File: src/rtl/seven_seg_pkg.sv
// -----------------------------------------------------------------------------
// seven_seg_pkg
// Shared constants for the seven-segment scanner: the active-low segment
// patterns for hex digits 0..F ({g,f,e,d,c,b,a}), the all-off pattern, and
// the default digit count of the board.
// No ports (package).
// -----------------------------------------------------------------------------
package seven_seg_pkg;

    localparam int NUM_DIGITS_DEFAULT = 8;

    localparam logic [6:0] SEG_BLANK = 7'h7F;

    // Index = nibble value; bit 0 = segment a, bit 6 = segment g, 0 = lit.
    localparam logic [6:0] SEG_TABLE [16] = '{
        7'h40, 7'h79, 7'h24, 7'h30, 7'h19, 7'h12, 7'h02, 7'h78,
        7'h00, 7'h10, 7'h08, 7'h03, 7'h46, 7'h21, 7'h06, 7'h0E
    };

endpackage

File: src/rtl/hex_to_7seg.sv
// -----------------------------------------------------------------------------
// hex_to_7seg
// Combinational nibble to active-low segment decoder.
// Ports:
//   nibble  in  4  hex digit value
//   seg     out 7  segments {g,f,e,d,c,b,a}, active-low
// -----------------------------------------------------------------------------
module hex_to_7seg
    import seven_seg_pkg::*;
(
    input  logic [3:0] nibble,
    output logic [6:0] seg
);

    assign seg = SEG_TABLE[nibble];

endmodule

File: src/rtl/seven_seg_scanner.sv
// -----------------------------------------------------------------------------
// seven_seg_scanner
// Multiplexed seven-segment display driver. Scans NUM_DIGITS digits, each lit
// for REFRESH_DIV clock cycles. A loaded value is held as pending and only
// moved into the display register at a frame boundary (index wrapping from
// the last digit to 0), so a frame never shows a mix of two values.
//
// Optional build macro: SEVEN_SEG_LEADING_ZERO_BLANK_EN
//   When defined, a digit whose nibble and all higher nibbles are zero is
//   blanked (digit 0 is never blanked). When undefined, every digit is shown.
//
// Ports:
//   Clk      in   1              system clock
//   Reset    in   1              asynchronous, active-high reset
//   Data_in  in   4*NUM_DIGITS   value to display; nibble i drives digit i
//   Load     in   1              one-cycle strobe, captures Data_in
//   Pending  out  1              a captured value awaits the next frame
//   out7     out  7              segments {g,f,e,d,c,b,a}, active-low, registered
//   en_out   out  NUM_DIGITS     digit enables, active-low one-hot, registered
// -----------------------------------------------------------------------------
module seven_seg_scanner
    import seven_seg_pkg::*;
#(
    parameter int REFRESH_DIV = 100000,
    parameter int NUM_DIGITS  = NUM_DIGITS_DEFAULT
)
(
    input  logic                    Clk,
    input  logic                    Reset,
    input  logic [4*NUM_DIGITS-1:0] Data_in,
    input  logic                    Load,
    output logic                    Pending,
    output logic [6:0]              out7,
    output logic [NUM_DIGITS-1:0]   en_out
);

    localparam int TICK_W = $clog2(REFRESH_DIV);
    localparam int IDX_W  = $clog2(NUM_DIGITS);

    logic [TICK_W-1:0]       tick;
    logic [IDX_W-1:0]        idx;
    logic [4*NUM_DIGITS-1:0] display;
    logic [4*NUM_DIGITS-1:0] pend_value;

    logic                    tick_done;
    logic                    frame_boundary;
    logic [3:0]              nibble;
    logic [6:0]              seg_dec;
    logic                    blank;
    logic [6:0]              seg_nxt;
    logic [NUM_DIGITS-1:0]   en_nxt;

    assign tick_done      = (tick == TICK_W'(REFRESH_DIV - 1));
    assign frame_boundary = tick_done && (idx == IDX_W'(NUM_DIGITS - 1));

    // Refresh timing: tick counter and digit index.
    // NOTE: sequential state uses non-blocking (<=) so every register samples
    // the pre-edge values of the others, independent of statement order.
    always_ff @(posedge Clk or posedge Reset) begin
        if (Reset) begin
            tick <= '0;
            idx  <= '0;
        end else if (tick_done) begin
            tick <= '0;
            idx  <= (idx == IDX_W'(NUM_DIGITS - 1)) ? '0 : idx + 1'b1;
        end else begin
            tick <= tick + 1'b1;
        end
    end

    // Frame-synchronous value update. A Load on the boundary cycle bypasses
    // the pending register and wins over any older pending value.
    always_ff @(posedge Clk or posedge Reset) begin
        if (Reset) begin
            display    <= '0;
            pend_value <= '0;
            Pending    <= 1'b0;
        end else if (frame_boundary) begin
            if (Load) begin
                display <= Data_in;
            end else if (Pending) begin
                display <= pend_value;
            end
            Pending <= 1'b0;
        end else if (Load) begin
            pend_value <= Data_in;
            Pending    <= 1'b1;
        end
    end

    assign nibble = display[4*idx +: 4];

    hex_to_7seg u_hex_to_7seg (
        .nibble (nibble),
        .seg    (seg_dec)
    );

`ifdef SEVEN_SEG_LEADING_ZERO_BLANK_EN
    // Shifting the current digit down to bit 0 leaves exactly this nibble and
    // the higher ones; all zero means the digit is a leading zero.
    assign blank = (idx != '0) && ((display >> {idx, 2'b00}) == '0);
`else
    assign blank = 1'b0;
`endif

    // NOTE: every always_comb output gets a default first, so no path can
    // leave it unassigned and infer a latch.
    always_comb begin
        seg_nxt = seg_dec;
        if (blank) begin
            seg_nxt = SEG_BLANK;
        end
        en_nxt = ~(NUM_DIGITS'(1) << idx);
    end

    always_ff @(posedge Clk or posedge Reset) begin
        if (Reset) begin
            out7   <= SEG_BLANK;
            en_out <= '1;
        end else begin
            out7   <= seg_nxt;
            en_out <= en_nxt;
        end
    end

endmodule

File: config.mk
export PLATFORM = sky130hd
export DESIGN_NAME = seven_seg_scanner
export DESIGN_NICKNAME = d
export VERILOG_FILES = /design/src/rtl/seven_seg_pkg.sv /design/src/rtl/hex_to_7seg.sv /design/src/rtl/seven_seg_scanner.sv
export SDC_FILE = /design/constraint.sdc
export NUM_CORES = 1
export LEC_CHECK = 0
export ABC_CLOCK_PERIOD_IN_PS = 3800
export CORE_ASPECT_RATIO = 0.8
export CORE_UTILIZATION = 57
export DETAILED_ROUTE_END_ITERATION = 12
export PLACE_DENSITY = 0.8
export SLEW_MARGIN = 40
export SYNTH_ARGS = -nofsm -noshare
export SYNTH_HDL_FRONTEND = slang
export SYNTH_SLANG_ARGS = --single-unit
File: constraint.sdc
create_clock -name Clk -period 3.8 [get_ports Clk]
set_input_delay 0.38 -clock Clk [delete_from_list [all_inputs] [get_ports Clk]]
set_output_delay 0.38 -clock Clk [all_outputs]
set_load 0.02 [all_outputs]
# == Yosys cells after proc, flatten, opt, wreduce, memory -nomap -nowiden ==
# Memories as Yosys holds them, arrays and structs flattened. A register that Yosys moved wholly into a read port is not among the register bits.
# Cells that the tools add are included.
# totals
register_bits,93
latch_bits,0
ramBits,0
romBits,112
out_inout_bits,16
word_cells,27
memories,1
# classes
n_addsub,2
n_mul,0
div_mod_pow,0
order_cmp,0
eq_ne,2
n_shift,2
mux,6
bitwise,3
n_reduce_logical,5
# memory_table
memory,words,word_bits,read_ports,rd_clocked_by_memory_dff,wr,line,text
(no name shown),16,7,1,1,0,hex_to_7seg.sv:15,assign seg = SEG_TABLE[nibble];
# ops
cell,count
2-to-1 mux 32 bit,2
variable part select 32 x 6 -> 4 bit,1
adder 17 x 1 -> 17 bit (second input constant),1
equality test 17 bit (second input constant),1
2-to-1 mux 17 bit,1
NOT 8 bit,1
<< shifter 1 x 3 -> 8 bit (first input constant),1
NOT 4 -> 5 bit,1
AND reduction 2 bit,2
nonzero test 2 bit,2
adder 3 x 1 -> 3 bit (second input constant),1
equality test 3 bit (second input constant),1
2-to-1 mux 3 bit,1
2-to-1 mux 1 bit,2
logical AND 1 bit,1
NOT 1 bit,1

# == Logic depth before layout (Yosys ltp) ==
# Gate-level depths: netlist (run 1).
# depth
depth_word,4
ltp_mapped,8

# == By module ==
# A second synthesis (run 1) with hierarchy kept.
# hier_totals
cells_unflattened,350
area_unflattened_um2,4906.0
# modules_own_cells
module,n_inst,cells_each,area_per_inst_um2
seven_seg_scanner,1,318,4630.7
hex_to_7seg,1,32,275.3

# == Least setup slack after synthesis (run 1) ==
# OpenSTA, ideal clock, no wires.
# synth_path
path_kind,reg-to-reg
start,reg idx[0]
end,reg out7[0]
setup_time_ns,0.082
t_arrival_ns,2.150
slack_ns,1.569
stages_incl_launch_ff,8
synth_period_minus_slack_ns,2.231
path_cell_list,dfrtp_1 buf_6 mux4_1 mux2i_1 inv_1 ha_1 and3_2 a211o_1
# synth_via
elab_chain_len,2
# synth_rtl
element,line,text
from (decl),seven_seg_scanner.sv:41,logic [IDX_W-1:0] idx;
from (signal assigned),seven_seg_scanner.sv:65,idx <= (idx == IDX_W'(NUM_DIGITS - 1)) ? '0 : idx + 1'b1;
variable part select 32 x 6 -> 4 bit,seven_seg_scanner.sv:91,assign nibble = display[4*idx +: 4];
NOT 4 -> 5 bit (implied by the code),hex_to_7seg.sv:15,
to (decl),seven_seg_scanner.sv:33,"output logic [6:0] out7,"
# Every way passes these cells.
# A chain may end at the register's enable or synchronous reset.

# == Worst setup path after layout (run 1) ==
# layout_path
start,reg idx[0]
end,reg out7[4]
# The elaborated chain is that of the path after synthesis.

==> flow_results.org, run 1 <==
** Drt
- Final wirelength :: between 8000 and 9000 µm
- Dividing the detail-routed via count by the number of cells gives between 5 and 6.
- DRC violation count after routing :: 0
- The routed layout has 2782 vias.
- Wire length per cell after detailed routing :: about 16 µm
- Iteration-0 DRC count of the detailed router :: 82
- Number of search-and-repair iterations in the first detailed-routing pass :: 4
- Post-route ant nets :: 0

** CTS
- TritonCTS built the clock tree.
- Cts bufs inserted :: 9
- Post-CTS Resized :: 0
- The H-tree was split into 3 levels.
- The number of hold buffers added after CTS was 0.
- The cell sitting at the root of the clock tree is a clkbuf_8.
- The clock net in this run drives a total of 100 sinks.
- Post-CTS timing repair inserted 0 buffers for setup.
- Max Buffers Root-to-Sink :: 2
- Clock insertion delay at the later pin of the skew report :: about 380 ps
- After clock tree synthesis, the clock-pin slew on the worst setup and hold paths is roughly 90 ps.

** Synth
- The cell area that synthesis handed to floorplanning was roughly 4800 µm².
- The synthesized netlist devotes between 3 and 4% of its cell area to adder and majority cells.
- Ys Warns :: 0
- The most used flip-flop cell after synthesis is dfrtp_1.
- For this run, asynchronously set or reset flops after synthesis account for 100%.
- Of the total synthesized cell area, the portion taken by AND, OR, NAND and NOR gates is ~6.4%.
- The synthesized design contains 0 enable-type register cells.
- Share of the synthesized netlist area taken by xor and xnor gates :: ~2.6%
- Post-synthesis mux area share :: a little under a third
- In this run, synthesis produced a sequential element count of 100.
- Count of unique library cells instantiated by Yosys :: 40
- After synthesis, the largest family of logic cells by area is multiplexers.
- When the netlist entered floorplanning its net count stood at about 380.
- In the synthesized netlist, the number of instances is about 340.
- Sequential elements use 52.6% of the synthesized area.
- The synthesized netlist devotes approximately 2.0% of its cell area to compound gates.
- Each instance of the synthesized netlist takes up on average roughly 14 µm².

** STA
- Hold violation total from the final report :: 0
- On the final layout, the worst clock skew is ~14 ps.
- Final worst setup slack :: ~1100 ps
- The worst path uses 72.3% of the clock period.
- Highest clock rate :: 364 MHz
- The routed design could run at a clock period as short as between 2000 and 3000 ps.
- At the pin with the least slew margin, the transition time is between 700 and 800 ps.
- Setup violations remaining at the end of the flow were counted as 0.
- RSZ-0062 raised after global routing :: no
- Max-slew headroom at the worst pin :: a little over half
- After routing, the total negative slack on setup checks comes to 0 ps.
- Count of pins over their slew limit :: 0

** Setup path
- Data arrives at the worst endpoint at between 3000 and 4000 ps.
- Endpoint class of the critical path :: register
- Together, buffers and inverters on the worst path number 1.
- Cell with the biggest individual delay on the critical path :: dfrtp_1
- Of all nets on the critical path, the largest fanout is 13.
- Nature of the critical path startpoint :: register
- Slowest Stage Delay on Critical Path :: between 700 and 800 ps
- Crit path cell chain :: mux4_1 > mux2i_1 > inv_1 > ha_1 > mux2_2 > o21ai_0
- The cell family contributing the most delay on the critical path is multiplexers.
- Required time of the critical path :: 4080 ps
- Critical setup path kind :: register to register

** Die
- Horizontal die dimension :: ~100 µm
- Std-Cell Rows :: 29
- The initial utilization of the core area, before any placement, comes to 59.5%.
- Number of ports placed on the die boundary :: between 50 and 60
- Die span in y :: about 84 µm
- The floorplan step defined a die boundary enclosing 8780 µm².
- Core footprint :: slightly above 8000 µm²

** Finish
- Layout-stage area growth over the synthesis result :: 16.5%
- The number of antenna diodes in the final layout is 0.
- Fillcell total :: 573
- Most common cell after layout, fill and taps aside :: mux2_2
- Layout cell share with drive strength beyond 1 :: 36.4%
- Area occupied by multi-input gates :: approximately 2100 µm²
- The net count of the finished layout is around 440.
- In the layout the commonest cells are 99 x mux2_2, 85 x dfrtp_1, 50 x clkdlybuf4s50_1, 15 x dfstp_2.
- Registers take between 2000 and 3000 µm².

** Place
- The congestion estimate from routability-driven global placement came to between 0.7 and 0.8.
- During placement, the flow inserted port buffers numbering 50.
- Post-DP HPWL :: about 5500 µm
- Prior to clock tree synthesis, the placed netlist has a worst setup slack of approximately 1100 ps.

** Global route
- The number of antenna violations at the first check in global routing was 0.
- The number of global-route vias before repair was ~2800.
- Summed over all layers, the global routing overflow is 0.
- Entering global routing, the biggest net connects 60 pins.
- In the global route stage, overall resource usage came out at a little over a fifth.
- First-pass GRT wire length :: between 10000 and 15000 µm

** Pwr
- For this design the static power due to leakage is roughly 2.4 nW.
- Power density normalized to cell area :: roughly 370 nW/µm²
- The completed layout was analyzed and its total power is 2.07 mW.
- Across the VDD grid, the largest voltage drop is ~0.32 mV.

** Status
- The run finished with clean final reports.

** Hold path
- Worst hold path type :: input pin to async pin

** Flow run
- Max-cap violations in this run came to 0.
[report_power, final]
part           internal [mW]  switching [mW]  leakage, nW
logic                  0.124          0.0871         1.09
registers               1.12          0.0236         1.24
clock network          0.365           0.346        0.104
total                   1.61           0.457         2.43
[cells in the mapped netlist (4+ instances only)]
cell / n / area share (%)
buf_4: 8 / 1.3
clkbuf_1: 4 / 0.31
dfrtp_1: 85 / 44
dfstp_2: 15 / 8.2
ha_1: 12 / 3.1
inv_1: 9 / 0.70
mux2_2: 99 / 23
mux2i_1: 8 / 1.7
mux4_1: 5 / 2.7
nand2_1: 11 / 0.86
nand3_1: 9 / 0.94
nand4_1: 6 / 0.78
nor2_1: 12 / 0.94
xnor2_1: 5 / 0.91
xor2_1: 9 / 1.6
[final timing paths]
| kind | end | depth (start not counted) | slack, ps | start |
|---|---|---|---|---|
| min in group Clk | tick[0] | 1 | 490 | tick[0] |
| setup / recovery | out7[4] | 6 | 1050 | idx[0] |
| setup reg to reg | out7[4] | 6 | 1050 | idx[0] |
| hold / removal | pend_value[22] | 2 | 470 | Reset |
| max in group asynchronous | en_out[7] | 3 | 2530 | Reset |
| hold reg to reg | tick[0] | 1 | 490 | tick[0] |
[registers in the layout, summed over array words and instances (netlist names)]
| name | count |
|---|---|
| Pending | 1 |
| idx | 3 |
| en_out | 8 |
| out7 | 7 |
| pend_value | 32 |
| tick | 17 |
| display | 32 |
[area by class of cell]
type                    count  area share [%]
repair buffers             56            9.77
clock buffers              10            2.28
clock inverters             5            1.39
multi-input cells         212            38.3
inverters                  10           0.717
well taps                 108            2.42
flip-flops and latches    100            45.1
[cells by family after synthesis]
kind of cell    after synthesis
simple gates                 55
fa+ha+maj                    12
compound gates               12
mux                         119
flops                       100
xor+xnor                     14
buf+inv                      25
[metal layers]
layer	GRT usage (%)	share of wire [%]	up-vias
met4	7.79	1.4	0
li1	-	-	1318
met5	0	0	-
met2	32.1	47	47
met1	28.6	48	1405
met3	5.62	3.8	12
[stage by stage]
step                util [%]  area (µm²)  instances  hold slack, ps
global placement        66.8        5380        486             467
CTS                     69.3        5590        501             490
detailed placement      66.8        5380        486             477
finish                  69.3        5590        501             473
floorplan                  -        4790        337             448
global route            69.3        5590        501             521
(Power assumes the default switching activity.)
==> inputs of run 2 (changes only) <==
--- a/config.mk
+++ b/config.mk
@@ -5,11 +5,11 @@
 export SDC_FILE = /design/constraint.sdc
 export NUM_CORES = 1
 export LEC_CHECK = 0
-export ABC_CLOCK_PERIOD_IN_PS = 3800
+export ABC_CLOCK_PERIOD_IN_PS = 2300
 export CORE_ASPECT_RATIO = 0.8
-export CORE_UTILIZATION = 57
+export CORE_UTILIZATION = 51
 export DETAILED_ROUTE_END_ITERATION = 12
-export PLACE_DENSITY = 0.8
+export PLACE_DENSITY = 0.76
 export SLEW_MARGIN = 40
 export SYNTH_ARGS = -nofsm -noshare
 export SYNTH_HDL_FRONTEND = slang
==> constraint.sdc (replaced) <==
create_clock -name Clk -period 2.3 [get_ports Clk]
set_input_delay 0.23 -clock Clk [delete_from_list [all_inputs] [get_ports Clk]]
set_output_delay 0.23 -clock Clk [all_outputs]
set_load 0.02 [all_outputs]
==> flow_results.org, run 2 (synthesized netlist as in run 1, its figures left out) <==
** Finish
- The layout has between 600 and 700 filler cells.
- Registers with the highest flip-flop counts :: display: 32 flops, pend_value: 32 flops, tick: 17 flops
- Most common cell after layout, fill and taps aside :: mux2_2
- Layout Nets :: approximately 450
- The area growth from synthesis to layout is 22.8%.
- The repair_antennas step left the layout with diodes totalling 0.
- Most frequent cells in the layout :: 99 x mux2_2, 84 x dfrtp_1, 50 x clkdlybuf4s50_1, 15 x dfstp_2
- Footprint of the flip-flops and latches :: about 2500 µm²
- Layout cell share with drive strength beyond 1 :: between 30% and 40%
- Finished Core Util :: roughly two thirds
- Excluding fillers, the count of instances in the completed layout stands at between 500 and 600.
- Area occupied by multi-input gates :: ~2200 µm²
- Summing all non-filler instances in the final layout gives an area of ~5900 µm².

** CTS
- After clock tree synthesis, the clock-pin slew on the worst setup and hold paths is roughly 70 ps.
- Number of buffers inserted by hold repair at cts :: 0
- Clock tree synthesis inserted a total of 9 buffers.
- In this run the number of H-tree levels came out at 3.
- Max Buffers Root-to-Sink :: 2
- TritonCTS built the clock tree.
- The clock drives 100 sinks.
- CTS placed an instance of clkbuf_16 at the clock tree root.
- The later pin in the worst-skew pair is clocked with a latency of ~350 ps.

** Global route
- Pin count of the biggest net entering global routing :: ~100
- Via count of the first global-routing pass :: 2880
- The first global-routing pass estimated approximately 14000 µm of wire.
- Global Route met3 Usage :: between 6 and 7%
- After global routing, the most crowded layer is met2.
- Global routing used around a fifth of the available tracks.
- The number of antenna violations at the first check in global routing came to 0.
- Met2 routing resource usage after global routing :: 31.6%
- Remaining global-route overflow :: 0
- Global routing consumed, on the met1 layer, 25.7% of the routing resources.

** Drt
- DRC violation count after routing :: 0
- Vias after detailed routing :: ~2800
- Post-route ant nets :: 0
- Final wirelength :: between 8000 and 9000 µm
- In the routed layout, each cell is associated on average with a via count of around 5.4.
- Dividing the detail-routed wire length by the instance count gives between 15 and 20 µm.
- Number of search-and-repair iterations in the first detailed-routing pass :: 4
- Iteration-0 DRC count of the detailed router :: 173

** Setup path
- Data arrival time at the worst-slack endpoint :: roughly 2400 ps
- Required time of the critical path :: 2530 ps
- The slowest stage of the critical path belongs to the cell dfrtp_1.
- In this run the worst path has a maximum fanout of 32.
- The critical path in this run is classified as register to register.
- Slowest Stage Delay on Critical Path :: about 400 ps
- Crit path cell chain :: ha_1 > and4_2 > nand4_1 > nor4_4 > buf_12 > mux2_2
- Startpoint of the most critical register-to-register path :: tick[0]
- The worst setup path is captured at a register.
- STA classifies the critical path startpoint as a register.
- In this run the worst setup path begins at tick[0].

** Hold path
- In this run the worst hold path is classified as input pin to async pin.

** STA
- Highest clock rate :: roughly 460 MHz
- Transition time at the pin with the least slew margin :: a little over 500 ps
- Setup violations remaining at the end of the flow were counted as 0.
- Period utilisation layout :: approximately 95%
- Count of pins over their slew limit :: 0
- RSZ-0062 raised after global routing :: no
- The final number of hold-violating endpoints was 0.
- On the final layout, the worst hold slack is 385 ps.
- Skew final :: roughly 12 ps
- Period minus WS final :: approximately 2200 ps
- Max-slew headroom at the worst pin :: 65.7%

** Status
- The flow ran to the end, and the final reports show no timing, DRC or antenna violations.

** Flow run
- Across the run, the number of max-cap violations was 0.

** Pwr
- Power density normalized to cell area :: roughly 650 nW/µm²
- VDD sags by at most around 0.54 mV.
- Static leakage power :: between 2 and 3 nW
- Total power for the finished layout comes to between 3 and 4 mW.

** Die
- Die span in y :: ~90 µm
- For this configuration, the core starts out at a cell density of a little over half.
- Measured along the x axis, the die boundary spans about 110 µm.
- Core footprint :: approximately 9100 µm²
- The initialized floorplan defines 31 standard-cell rows.
- Die area :: between 9000 and 10000 µm²
- Pin placement for this block handled just over 50 I/O pins.

** Place
- Detailed placement finished with a half-perimeter wire length of 5740 µm.
- Routability congestion estimate from global placement :: between 0.7 and 0.8
- In this run, placement finished with an instance count of approximately 500.
- Placed cell areas :: about 5500 µm²
- Buffers added on ports :: 50
[run 2: cell types whose count changed in the layout (fill, tap and decap cells not counted), moves of 2 or more]
cell	delta
clkinvlp_4	+2
clkbuf_8	-7
buf_12	+5
clkbuf_16	+10
buf_4	+2
mux2i_1	-2
[run 2: through the flow]
stage | setup slack [ps] | setup TNS (ps)
floorplan | 68.8 | 0
global placement | -68.2 | -122
detailed placement | -83.7 | -127
CTS | 43.4 | 0
global route | 0.979 | 0
finish | 112 | 0
[run 2: worst paths after layout]
path	endpoint	slack, ps	cells past startpoint
max	display[8]	110	6
min	tick[0]	390	3
max reg2reg	display[8]	110	6
min reg2reg	pend_value[8]	490	1
max in group asynchronous	out7[1]	1510	3
min in group Clk	pend_value[8]	490	1
[run 2: cell type report]
class                      instances  area share (%)
inverter                          10           0.702
multi-input combinational        212            36.7
clock buffer                      11            4.29
sequential                       100            42.9
tap                              115            2.44
timing repair buffer              65            11.8
clock inverter                     5            1.13
[run 2: worst max-delay path: cells and delay by family, from the launching register on]
family | cells | cell delay (ps)
DFF | 1 | 400
and+or+nand+nor | 3 | 810
buffers and inverters | 1 | 240
muxes | 1 | 370
adders and majority gates | 1 | 250
[run 2: power by group]
group / total, mW / switching (mW) / internal, mW
Clock: 1.58 / 0.663 / 0.916
Combinational: 0.377 / 0.153 / 0.224
Sequential: 1.89 / 0.0379 / 1.85
[run 2: what timing repair did]
action,4_1_cts,5_1_grt
gates cloned,0,2
setup buffers,0,1
endpoints found under the setup margin,4,63
pin swaps,0,1
gates resized for setup,2,4
[run 2: routing by layer]
layer	routed length (µm)	vias up
met2	4220	43
met5	0	-
met4	75	0
met3	337	8
li1	-	1334
met1	4090	1425
